File: config.mk
export PLATFORM = sky130hd
export DESIGN_NAME = tmr_output_monitor_flat
export DESIGN_NICKNAME = d
export VERILOG_FILES = /design/src/rtl/tmr_mon_pkg.sv /design/src/rtl/tmr_output_monitor_if.sv /design/src/rtl/tmr_mon_fifo.sv /design/src/rtl/tmr_output_monitor.sv /design/src/flat_wrapper.sv
export SDC_FILE = /design/constraint.sdc
export NUM_CORES = 1
export LEC_CHECK = 0
export CAP_MARGIN = 20
export CELL_PAD_IN_SITES_DETAIL_PLACEMENT = 1
export CELL_PAD_IN_SITES_GLOBAL_PLACEMENT = 2
export CORE_ASPECT_RATIO = 0.6
export CORE_UTILIZATION = 41
export CTS_BUF_LIST = sky130_fd_sc_hd__clkbuf_2
export CTS_CLUSTER_DIAMETER = 50
export CTS_CLUSTER_SIZE = 8
export DETAILED_ROUTE_END_ITERATION = 6
export PLACE_DENSITY = 0.92
export SYNTH_ARGS = -nofsm -noshare
export SYNTH_HDL_FRONTEND = slang
export SYNTH_SLANG_ARGS = --single-unit
File: constraint.sdc
create_clock -name clk -period 4.1 [get_ports clk]
set_input_delay 0.82 -clock clk [delete_from_list [all_inputs] [get_ports clk]]
set_output_delay 0.82 -clock clk [all_outputs]
set_load 0.05 [all_outputs]
File: src/rtl/tmr_mon_pkg.sv
// Shared types and default sizing for the TMR output monitor.
package tmr_mon_pkg;

  typedef enum logic [1:0] {
    NORMAL   = 2'd0,
    DEGRADED = 2'd1,
    FAILED   = 2'd2
  } health_t;

  localparam int unsigned DATA_W_DEF     = 8;
  localparam int unsigned FIFO_DEPTH_DEF = 4;
  localparam int unsigned ERR_THRESH_DEF = 3;
  localparam int unsigned CLEAN_RUN_DEF  = 8;
  localparam int unsigned CNT_W_DEF      = 8;

  localparam int unsigned PTR_W = $clog2(FIFO_DEPTH_DEF) + 1;

  // Pointer width for a given depth: one extra wrap bit distinguishes full from empty.
  function automatic int unsigned ptr_width(input int unsigned depth);
    return $clog2(depth) + 1;
  endfunction

endpackage

File: src/rtl/tmr_output_monitor_if.sv
// Voter-side sample inputs and consumer-side stream/status outputs of the monitor.
interface tmr_output_monitor_if
  import tmr_mon_pkg::*;
#(
  parameter int unsigned DATA_W = DATA_W_DEF,
  parameter int unsigned CNT_W  = CNT_W_DEF
);

  logic [DATA_W-1:0] vote_data;
  logic              vote_valid;
  logic              tmr_error;
  logic [DATA_W-1:0] out_data;
  logic              out_valid;
  logic              out_ready;
  logic              fifo_full;
  logic [CNT_W-1:0]  err_count;
  logic [CNT_W-1:0]  ovf_count;
  logic [1:0]        health;
  logic              alarm;

  modport master (
    output vote_data, vote_valid, tmr_error, out_ready,
    input  out_data, out_valid, fifo_full, err_count, ovf_count, health, alarm
  );

  modport slave (
    input  vote_data, vote_valid, tmr_error, out_ready,
    output out_data, out_valid, fifo_full, err_count, ovf_count, health, alarm
  );

endinterface

File: src/rtl/tmr_mon_fifo.sv
// First-word-fall-through FIFO; head is visible on rdata_o while empty_o is low.
module tmr_mon_fifo
  import tmr_mon_pkg::*;
#(
  parameter int unsigned DATA_W     = DATA_W_DEF,
  parameter int unsigned FIFO_DEPTH = FIFO_DEPTH_DEF
) (
  input  logic              clk,
  input  logic              reset,
  input  logic              push_i,
  input  logic              pop_i,
  input  logic [DATA_W-1:0] wdata_i,
  output logic [DATA_W-1:0] rdata_o,
  output logic              full_o,
  output logic              empty_o
);

  localparam int unsigned AW   = $clog2(FIFO_DEPTH);
  localparam int unsigned PW   = ptr_width(FIFO_DEPTH);

  logic [DATA_W-1:0] mem_q [FIFO_DEPTH];
  logic [PW-1:0]     wr_ptr_q, rd_ptr_q;
  logic              do_push, do_pop;

  assign do_push = push_i & ~full_o;
  assign do_pop  = pop_i & ~empty_o;

  // Full when the wrap bits differ and the index bits match.
  assign empty_o = (wr_ptr_q == rd_ptr_q);
  assign full_o  = (wr_ptr_q[PW-1] != rd_ptr_q[PW-1]) &&
                   (wr_ptr_q[AW-1:0] == rd_ptr_q[AW-1:0]);
  assign rdata_o = mem_q[rd_ptr_q[AW-1:0]];

  always_ff @(posedge clk or negedge reset) begin
    if (!reset) begin
      wr_ptr_q <= '0;
      rd_ptr_q <= '0;
      for (int unsigned i = 0; i < FIFO_DEPTH; i++) mem_q[i] <= '0;
    end else begin
      if (do_push) begin
        mem_q[wr_ptr_q[AW-1:0]] <= wdata_i;
        wr_ptr_q                <= wr_ptr_q + PW'(1);
      end
      if (do_pop) rd_ptr_q <= rd_ptr_q + PW'(1);
    end
  end

endmodule

File: src/rtl/tmr_output_monitor.sv
// Buffers clean voted words, counts voter errors/overflows and tracks system health.
// Optional TMR_MON_RECOVER_EN: a run of CLEAN_RUN clean samples returns DEGRADED to NORMAL.
module tmr_output_monitor
  import tmr_mon_pkg::*;
#(
  parameter int unsigned DATA_W     = DATA_W_DEF,
  parameter int unsigned FIFO_DEPTH = FIFO_DEPTH_DEF,
  parameter int unsigned ERR_THRESH = ERR_THRESH_DEF,
  parameter int unsigned CLEAN_RUN  = CLEAN_RUN_DEF,
  parameter int unsigned CNT_W      = CNT_W_DEF
) (
  input logic                 clk,
  input logic                 reset,
  tmr_output_monitor_if.slave bus
);

  localparam int unsigned     CE_W    = $clog2(ERR_THRESH + 1);
  localparam logic [CNT_W-1:0] CNT_MAX = '1;

  if (ERR_THRESH < 1) begin : g_bad_thresh
    $error("ERR_THRESH must be at least 1");
  end
  if (CLEAN_RUN < 1) begin : g_bad_clean_run
    $error("CLEAN_RUN must be at least 1");
  end
  if ((FIFO_DEPTH < 2) || ((FIFO_DEPTH & (FIFO_DEPTH - 1)) != 0)) begin : g_bad_depth
    $error("FIFO_DEPTH must be a power of two and at least 2");
  end

  health_t           health_q, health_d;
  logic              alarm_q;
  logic [CNT_W-1:0]  err_cnt_q, err_cnt_d;
  logic [CNT_W-1:0]  ovf_cnt_q, ovf_cnt_d;
  logic [CE_W-1:0]   cerr_q, cerr_d;
  logic              sample_err, sample_clean;
  logic              push, pop, full, empty;
  logic [DATA_W-1:0] head;

`ifdef TMR_MON_RECOVER_EN
  localparam int unsigned CR_W = $clog2(CLEAN_RUN + 1);
  logic [CR_W-1:0] crun_q, crun_d;
`endif

  assign sample_err   = bus.vote_valid &  bus.tmr_error;
  assign sample_clean = bus.vote_valid & ~bus.tmr_error;

  // Full is the registered flag, so a pop on the same edge never makes room.
  assign push = sample_clean & ~full & (health_q != FAILED);
  assign pop  = bus.out_ready & ~empty;

  tmr_mon_fifo #(
    .DATA_W     (DATA_W),
    .FIFO_DEPTH (FIFO_DEPTH)
  ) u_fifo (
    .clk     (clk),
    .reset   (reset),
    .push_i  (push),
    .pop_i   (pop),
    .wdata_i (bus.vote_data),
    .rdata_o (head),
    .full_o  (full),
    .empty_o (empty)
  );

  always_ff @(posedge clk or negedge reset) begin
    if (!reset) begin
      health_q  <= NORMAL;
      alarm_q   <= 1'b0;
      err_cnt_q <= '0;
      ovf_cnt_q <= '0;
      cerr_q    <= '0;
`ifdef TMR_MON_RECOVER_EN
      crun_q    <= '0;
`endif
    end else begin
      health_q  <= health_d;
      alarm_q   <= (health_d == FAILED);
      err_cnt_q <= err_cnt_d;
      ovf_cnt_q <= ovf_cnt_d;
      cerr_q    <= cerr_d;
`ifdef TMR_MON_RECOVER_EN
      crun_q    <= crun_d;
`endif
    end
  end

  always_comb begin
    health_d  = health_q;
    err_cnt_d = err_cnt_q;
    ovf_cnt_d = ovf_cnt_q;
    cerr_d    = cerr_q;
`ifdef TMR_MON_RECOVER_EN
    crun_d    = crun_q;
`endif

    if (sample_err) begin
      if (err_cnt_q != CNT_MAX) err_cnt_d = err_cnt_q + CNT_W'(1);
      if (cerr_q != CE_W'(ERR_THRESH)) cerr_d = cerr_q + CE_W'(1);
`ifdef TMR_MON_RECOVER_EN
      crun_d = '0;
`endif
    end else if (sample_clean) begin
      cerr_d = '0;
      if (full && (ovf_cnt_q != CNT_MAX)) ovf_cnt_d = ovf_cnt_q + CNT_W'(1);
`ifdef TMR_MON_RECOVER_EN
      if (crun_q != CR_W'(CLEAN_RUN)) crun_d = crun_q + CR_W'(1);
`endif
    end

    // The error that leaves NORMAL also counts toward the threshold.
    unique case (health_q)
      NORMAL: begin
        if (sample_err) health_d = (cerr_d >= CE_W'(ERR_THRESH)) ? FAILED : DEGRADED;
      end
      DEGRADED: begin
        if (sample_err && (cerr_d >= CE_W'(ERR_THRESH))) begin
          health_d = FAILED;
        end
`ifdef TMR_MON_RECOVER_EN
        else if (sample_clean && (crun_d >= CR_W'(CLEAN_RUN))) begin
          health_d = NORMAL;
          crun_d   = '0;
        end
`endif
      end
      FAILED:  health_d = FAILED;
      default: health_d = NORMAL;
    endcase
  end

  assign bus.out_data  = head;
  assign bus.out_valid = ~empty;
  assign bus.fifo_full = full;
  assign bus.err_count = err_cnt_q;
  assign bus.ovf_count = ovf_cnt_q;
  assign bus.health    = health_q;
  assign bus.alarm     = alarm_q;

endmodule
File: src/flat_wrapper.sv
// flat-port wrapper written by rule: the top's interface ports become plain ports
module tmr_output_monitor_flat import tmr_mon_pkg::*;
#(
  parameter int unsigned DATA_W     = DATA_W_DEF,
  parameter int unsigned FIFO_DEPTH = FIFO_DEPTH_DEF,
  parameter int unsigned ERR_THRESH = ERR_THRESH_DEF,
  parameter int unsigned CLEAN_RUN  = CLEAN_RUN_DEF,
  parameter int unsigned CNT_W      = CNT_W_DEF
)
  (clk, reset, bus_vote_data, bus_vote_valid, bus_tmr_error, bus_out_ready, bus_out_data, bus_out_valid, bus_fifo_full, bus_err_count, bus_ovf_count, bus_health, bus_alarm);
  tmr_output_monitor_if #(.DATA_W(DATA_W), .CNT_W(CNT_W)) bus_i ();
  input logic clk;
  input logic reset;
  input wire logic [$bits(bus_i.vote_data)-1:0] bus_vote_data;
  input wire logic [$bits(bus_i.vote_valid)-1:0] bus_vote_valid;
  input wire logic [$bits(bus_i.tmr_error)-1:0] bus_tmr_error;
  input wire logic [$bits(bus_i.out_ready)-1:0] bus_out_ready;
  output wire logic [$bits(bus_i.out_data)-1:0] bus_out_data;
  output wire logic [$bits(bus_i.out_valid)-1:0] bus_out_valid;
  output wire logic [$bits(bus_i.fifo_full)-1:0] bus_fifo_full;
  output wire logic [$bits(bus_i.err_count)-1:0] bus_err_count;
  output wire logic [$bits(bus_i.ovf_count)-1:0] bus_ovf_count;
  output wire logic [$bits(bus_i.health)-1:0] bus_health;
  output wire logic [$bits(bus_i.alarm)-1:0] bus_alarm;
  assign bus_i.vote_data = bus_vote_data;
  assign bus_i.vote_valid = bus_vote_valid;
  assign bus_i.tmr_error = bus_tmr_error;
  assign bus_i.out_ready = bus_out_ready;
  assign bus_out_data = bus_i.out_data;
  assign bus_out_valid = bus_i.out_valid;
  assign bus_fifo_full = bus_i.fifo_full;
  assign bus_err_count = bus_i.err_count;
  assign bus_ovf_count = bus_i.ovf_count;
  assign bus_health = bus_i.health;
  assign bus_alarm = bus_i.alarm;
  tmr_output_monitor #(.DATA_W(DATA_W), .FIFO_DEPTH(FIFO_DEPTH), .ERR_THRESH(ERR_THRESH), .CLEAN_RUN(CLEAN_RUN), .CNT_W(CNT_W)) u_core (.clk(clk), .reset(reset), .bus(bus_i));
endmodule
Yosys cells after proc, flatten, opt, wreduce, memory -nomap -nowiden. Cells that the tools add are included.

Bits in registers: 59. Bits in latches: 0. Bits in writable memories: 0. Memory bits (read-only): 0. Bits of input ports: 13. Output and inout port bits: 29. Logic and storage cells: 63. Memories: 0.

Add/sub/neg operators: 5. Multiply operators: 0. Divide/modulo/power cells: 0. Magnitude comparators: 4. Eq/ne operators: 10. Shift-type cells: 0. Muxes and demuxes: 13. Bitwise gates (word level): 13. Reduce and logical (&&, ||, !) cells: 7.

Operators by type and width (count): $bwmux 32 (1); $mux 8 (3); $add 8x1->8 const B (2); $bmux 8 s2 (1); $demux 8 s2 (1); $ne 8x8->1 const B (2); $mux 2 (6); $and 1x1->1 (7); $add 3x1->3 const B (2); $ge 3x3->1 const B (2); $not 2->3 (2); $pmux 2 s3 (1); $eq 2x2->1 const B (2); $logic_and 1x1->1 (4); $ne 2x2->1 const B (2); $not 1->1 (4); $eq 3x3->1 (1); $lt 3x1->1 const B (1); $reduce_and 3->1 (1); $add 2x1->2 const B (1); $eq 2x1->1 const B (1); $eq 2x2->1 (1); $ge 2x2->1 const B (1); $logic_not 2->1 (1); 2 further kinds (2).

Depth between registers and ports, before layout.
Word-level depth: 9. Gate-level depth with buffers: 5. Gate-level depth less buffers: 5.

Hierarchy. From an unflattened synthesis, not the netlist that was laid out.

Cells, all modules: 223. Area total of the unflattened synthesis: 2959.1 um^2.

Modules (own cells, without submodules): tmr_mon_fifo (instances 1, cells each 120, area an instance 1900.6 um^2, sequential area each 950.9 um^2); tmr_output_monitor (instances 1, cells each 103, area an instance 1058.5 um^2, sequential area each 525.5 um^2).

Worst setup path after synthesis. Ideal clock, no wire load.

Path kind: reg-to-output. Start: register u_core.u_fifo.rd_ptr_q[1]. End: output bus_fifo_full. Data arrival time: 1.482 ns. Data required time: 3.280 ns. Path slack: 1.798 ns. Cell stages (with the launch flop): 5. Path buffers: 1. Path through: dfrtp_1 -> buf_2 -> xnor2_1 -> nand3_1 -> inv_1.

Word-level cells in the longest chain between the ends: 2.

Ends and longest elaborated chain: start, declared (line tmr_mon_fifo.sv:22) `logic [PW-1:0] wr_ptr_q, rd_ptr_q;`; start signal, assigned (line tmr_mon_fifo.sv:44) `if (do_pop) rd_ptr_q <= rd_ptr_q + PW'(1);`; $eq 2x2->1 (line tmr_mon_fifo.sv:31) `(wr_ptr_q[AW-1:0] == rd_ptr_q[AW-1:0]);`; $logic_and 1x1->1 (line tmr_mon_fifo.sv:30) `assign full_o = (wr_ptr_q[PW-1] != rd_ptr_q[PW-1]) &&`; end, declared (line flat_wrapper.sv:20) `output wire logic [$bits(bus_i.fifo_full)-1:0] bus_fifo_full;`.

No other way between the ends.

Worst setup path after layout.
Start: register u_core.u_fifo.rd_ptr_q[0]. End: output bus_fifo_full.

The elaborated chain is that of the path after synthesis.

==> flow_summary_export.csv <==
group,metric,value,unit
outcome,status,"finished clean",
sta,slew_headroom,0.522,
logic_synthesis,synthesis.nets,216,
cts,clkLatencyLatePin,0.49,ns
global_route,grt_overflow_total,0,
critical_path,slowest_stage,"clkdlybuf4s50_1",
routing,drc,0,
min_path,hp-class,"input pin to asynchronous set/reset pin",
cts,cts_resized,0,
power,p_per_area,860,nW/µm²
global_route,grt_max_degree,32,
placement,io_buffer_count,41,
routing,post_drt_wl_per_cell,16.5,µm
logic_synthesis,synth_top_area_share,0.543,
cts,cts-hold-fix-buffers,0,
final_layout,fin_area,3320,µm²
placement,postPlaceCellArea,3220,µm²
sta,grt_setup_unrepaired,"no",
placement,dp_hpwl,3860,µm
global_route,grtUsageTotal,0.185,
logic_synthesis,avgSynthCellArea,13.9,µm²
cts,cts_max_level,3,
power,cellLeakagePower,1.42,nW
logic_synthesis,synth_seq_area_share,0.543,
cts,cts_tree,"yes",
logic_synthesis,syn_area,2720,µm²
critical_path,critPathBufInv,2,
cts,clock_path_buffers,2,
sta,fmax,275,MHz
critical_path,crit_chain,"xnor2_1 -> nand3_1 -> inv_1 -> clkdlybuf4s50_1",
cts,numCtsBuffers,9,
power,ir_drop,0.491,mV
critical_path,slowest_delay,0.80,ns
floorplanning,die-area,6980,µm²
critical_path,crit_fanout,11,
placement,gp_congestion,0.768,
critical_path,critPathKind,"flop to output pin",
routing,wl,5530,µm
routing,firstDrtPassIters,4,
floorplanning,core-area,6250,µm²
logic_synthesis,netlist-cell-type-count,35,
floorplanning,io_pins,42,
final_layout,fillers,641,
logic_synthesis,yosys-top-cells-area,"dfrtp_1 (54%), mux2_2 (15%), mux4_1 (3.9%)",
final_layout,diodes,0,
run,maxCapViolations,0,
sta,tns,0,ns
cts,clock_sinks,59,
sta,max_slew.worst_pin.slew,0.717,ns
sta,hold_violations,0,
logic_synthesis,syn_inst,196,
routing,first_iter_violations,31,
final_layout,seqCellArea,1480,µm²
sta,finalCritPeriodShare,0.886,
critical_path,critPathArrivalTime,2.81,ns
logic_synthesis,yosys.area.top_type,"dfrtp_1",
critical_path,critPathTopFamily,"buffers and inverters",
final_layout,final_cell_mix,"dfrtp_1 (59), clkdlybuf4s50_1 (40), mux2_2 (36), xnor2_1 (11), clkbuf_2 (9)",
sta,slew_viol_final,0,
cts,cts.clk_slew.worst_paths,0.16,ns
floorplanning,die_height,65.1,µm
sta,skew,0.00752,ns
critical_path,cp-end-kind,"output pin",
global_route,grt_pass1_vias,1838,
logic_synthesis,ys_ff_latch,59,
final_layout,finalNetCount,266,
final_layout,final_common_cell,"dfrtp_1",
cts,cts_setup_buffers,0,
critical_path,critPathLaunchType,"flop",
cts,clock-root-buffer,"clkbuf_2",
final_layout,layout.cells.non_filler,335,
final_layout,multi_input_area,1200,µm²
sta,setup_viol,0,
routing,postRouteAntennaNets,0,
final_layout,area_growth,22.1,%
critical_path,cp.required,3.28,ns
routing,via_count,1762,
sta,finalCriticalPeriod,3.63,ns
floorplanning,initial_core_util,0.436,
final_layout,drive_above_1_share,0.247,
sta,whs,0.342,ns
global_route,antenna_found_initial,0,
floorplanning,rows,22,
logic_synthesis,yosys_warnings,0,
floorplanning,dieWidth,107,µm
global_route,grt_pass1_wl,9470,µm
routing,vias_per_cell,5.26,
placement,place_inst,319,
[final cells by class]
| type | instances | area share |
|---|---|---|
| Sequential cell | 59 | 0.444 |
| Multi-Input combinational cell | 127 | 0.361 |
| Timing Repair Buffer | 42 | 0.124 |
| Tap cell | 84 | 0.0316 |
| Clock inverter | 7 | 0.0177 |
| Clock buffer | 9 | 0.0136 |
| Inverter | 7 | 0.00791 |
[path summary, 6_finish.rpt]
path                                           start                   endpoint  slack (ns)  depth (start not counted)
setup reg to reg           u_core.u_fifo.rd_ptr_q[0]     u_core.u_fifo.mem_q[6]        1.76                          4
max in group asynchronous                      reset     u_core.u_fifo.mem_q[8]        2.90                          2
setup / recovery           u_core.u_fifo.rd_ptr_q[0]              bus_fifo_full        0.47                          4
hold reg to reg            u_core.u_fifo.rd_ptr_q[2]  u_core.u_fifo.rd_ptr_q[2]        0.50                          1
min in group clk           u_core.u_fifo.rd_ptr_q[2]  u_core.u_fifo.rd_ptr_q[2]        0.50                          1
hold / removal                                 reset    u_core.bus.err_count[4]        0.34                          1
[state kept, by name (all words and copies together), names as in the netlist]
register / cells
u_core.u_fifo.wr_ptr_q: 3
u_core.u_fifo.rd_ptr_q: 3
u_core.bus.err_count: 8
u_core.u_fifo.mem_q: 32
u_core.bus.alarm: 1
u_core.bus.health: 2
u_core.cerr_q: 2
u_core.bus.ovf_count: 8
[through the flow]
step                setup WS [ns]  total power [mW]   util
floorplan                    1.80              2.09      -
global placement             1.04              2.50  0.515
detailed placement          0.970              2.54  0.515
CTS                         0.376              2.90  0.532
global route                0.271              3.03  0.532
finish                      0.467              2.86  0.532
[synth_stat cells (all sizes together)]
cell / n
a21oi: 2
a311oi: 1
a31oi: 2
a41oi: 1
and2: 2
and3: 1
and4: 1
buf: 2
clkbuf: 1
dfrtp: 59
ha: 7
inv: 7
mux2: 36
mux4: 8
nand2: 10
nand2b: 1
nand3: 8
nand3b: 1
nand4: 3
nand4bb: 1
nor2: 4
nor2b: 3
nor3: 2
nor4: 3
nor4b: 1
o211ai: 2
o21a: 2
o21ai: 5
o21bai: 2
or2: 2
xnor2: 11
xor2: 5
[worst register-to-register path: stages (launching register included)]
cell and delay, ns:
dfrtp_1 0.78, xnor2_1 0.26, a311oi_4 0.56, nand2_2 0.30
mux2_2 0.35
[cell families after synthesis]
family | Yosys count | share of synthesized area
DFF | 59 | 0.543
and+or+nand+nor | 43 | 0.0892
adders and majority gates | 7 | 0.0322
muxes | 44 | 0.221
buffers and inverters | 10 | 0.0170
xor gates and xnor gates | 16 | 0.0515
AOI/OAI and AO/OA | 17 | 0.0469
[report_power, final]
group,switching (mW),leakage (nW),total [mW],internal [mW]
logic,0.841,0.637,1.47,0.632
clock network,0.212,0.0642,0.345,0.133
registers,0.218,0.720,1.04,0.822
total,1.27,1.42,2.86,1.59
[per-layer routing]
layer | vias to the layer above | share of wire | global-route usage
li1 | 821 | - | -
met1 | 903 | 0.52 | 0.266
met2 | 31 | 0.43 | 0.258
met3 | 7 | 0.048 | 0.0754
met4 | 0 | 0.0072 | 0.0462
met5 | - | 0 | 0
Power figures use the tool's default switching activity.
==> edit: new RTL, same flow settings <==
Set the package constant `CNT_W_DEF` to 6 (it was 8).
--- a/src/rtl/tmr_mon_pkg.sv
+++ b/src/rtl/tmr_mon_pkg.sv
@@ -11,7 +11,7 @@
   localparam int unsigned FIFO_DEPTH_DEF = 4;
   localparam int unsigned ERR_THRESH_DEF = 3;
   localparam int unsigned CLEAN_RUN_DEF  = 8;
-  localparam int unsigned CNT_W_DEF      = 8;
+  localparam int unsigned CNT_W_DEF      = 6;
 
   localparam int unsigned PTR_W = $clog2(FIFO_DEPTH_DEF) + 1;
 
Ports: changed (resized bus_err_count and bus_ovf_count); port bits go from 42 to 38. The function was not compared with the original's and may differ.
==> edit against the original RTL <==
- core utilization decreased by 0.78 points
- sequential cell count down 4
- routed wire length is 9.3% lower
- fmax grew 5.8%
- via count is 14% lower
- worst setup slack gained 0.20 ns
- design area is 8.8% lower
- area after synthesis fell by 6.5%
Power is not shown: default switching activity piles up to over one toggle a cycle in this logic, so the estimate is an artifact.
==> edit: results (changes against the original RTL) <==
stage,metric,value,unit,change
clock_tree,h-tree-depth,2,,-1
synth,synth_compound_area_share,3.34,%,-1.3 points
final_layout,final_cells,294,,-12%
routing,first_pass_iters,4,,unchanged
place,io_buffers,37,,-9.8%
place,post-place-ws,1.12,ns,+0.152 ns
clock_tree,cts_resized,0,,unchanged
grt,use_met3,4.17,%,-3.4 points
clock_tree,insertion_delay,0.42,ns,-0.07 ns
place,placed_area,0.00300,mm2,-7.0%
synth,yosysSeqAreaShare,54.1,%,-0.17 points
final_layout,drive_gt1_share,22.4,%,-2.3 points
synth,synth-xor-area-share,6.44,%,+1.3 points
routing,met2_length,2170,um,-7.8%
grt,grt_max_degree,35,,+9.4%
place,routabilityCongestion,0.740,,-3.7%
synth,ys_types,30,,-14%
grt,grt_use_met1,26.5,%,-0.11 points
synth,synthTopCellsByCount,"dfrtp_1, mux2_2, xnor2_1",,
worst_setup_path,cp_slowest_stage_delay,0.81,ns,
clock_tree,post-cts-setup-buffers,0,,unchanged
synth,synth_nets,191,,-12%
timing,worst_pin_slew,0.781,ns,+0.0640 ns
routing,routed.top_layer,met4,,
worst_setup_path,crit_arrival,2.61,ns,-0.20 ns
synth,synthTopCellsByArea,"dfrtp_1, mux2_2, mux4_1",,
routing,dr_wl_met3,145,um,-45%
grt,use_met2,25.0,%,-0.81 points
run_status,outcome,"complete, no violations",,
clock_tree,clkSlewWorstSetupHoldPaths,0.25,ns,+0.09 ns
routing,wirelength,5020,um,-9.3%
timing,skew,0.00533,ns,-0.00218 ns
clock_tree,cts_buffers,5,,-4
routing,drt_iter0_drc,35,,+13%
place,post-dp-hpwl,3640,um,-5.7%
synth,synthMuxAreaShare,23.5,%,+1.4 points
final_layout,finish.net_count,234,,-12%
routing,wl_met1,2660,um,-7.3%
synth,async_reset_ff_share,100,%,unchanged
grt,track_usage,17.4,%,-1.0 points
synth,syn_area_per_cell,14.9,um2,+7.2%
grt,grt_pass1_vias,1707,,-7.1%
routing,detail_route.vias_per_cell,5.18,,-1.5%
synth,synth-adder-area-share,3.44,%,+0.22 points
grt,grt_pass1_wl,8770,um,-7.4%
==> edit: cell count changes after synthesis, sizes merged, moves of 2 or more <==
cell,delta
a41o,+2
dfrtp,-4
nand3,-5
nor2b,-2
o21a,-2
o21ai,-3
o21bai,-2
or2,-2
xor2,+2
==> edit: path summary, 6_finish.rpt <==
kind,to,start,cells after the start,slack [ns]
worst max register to register,u_core.u_fifo.mem_q[21],u_core.u_fifo.rd_ptr_q[0],4,1.81
max in group asynchronous,u_core.u_fifo.mem_q[9],reset,2,2.88
min in group clk,u_core.bus.health[0],u_core.bus.health[1],1,0.49
worst min register to register,u_core.bus.health[0],u_core.bus.health[1],1,0.49
worst min-delay path,u_core.u_fifo.mem_q[5],reset,1,0.43
worst max-delay path,bus_fifo_full,u_core.u_fifo.rd_ptr_q[0],4,0.67
==> edit: cell type report <==
class,instances,area (um2)
clock inverters,2,8.76
clock buffers,5,25.0
multi-input cells,108,1120
repair buffers,38,373
well taps,80,100
flip-flops and latches,55,1380
inverters,6,22.5
fillers,584,2750
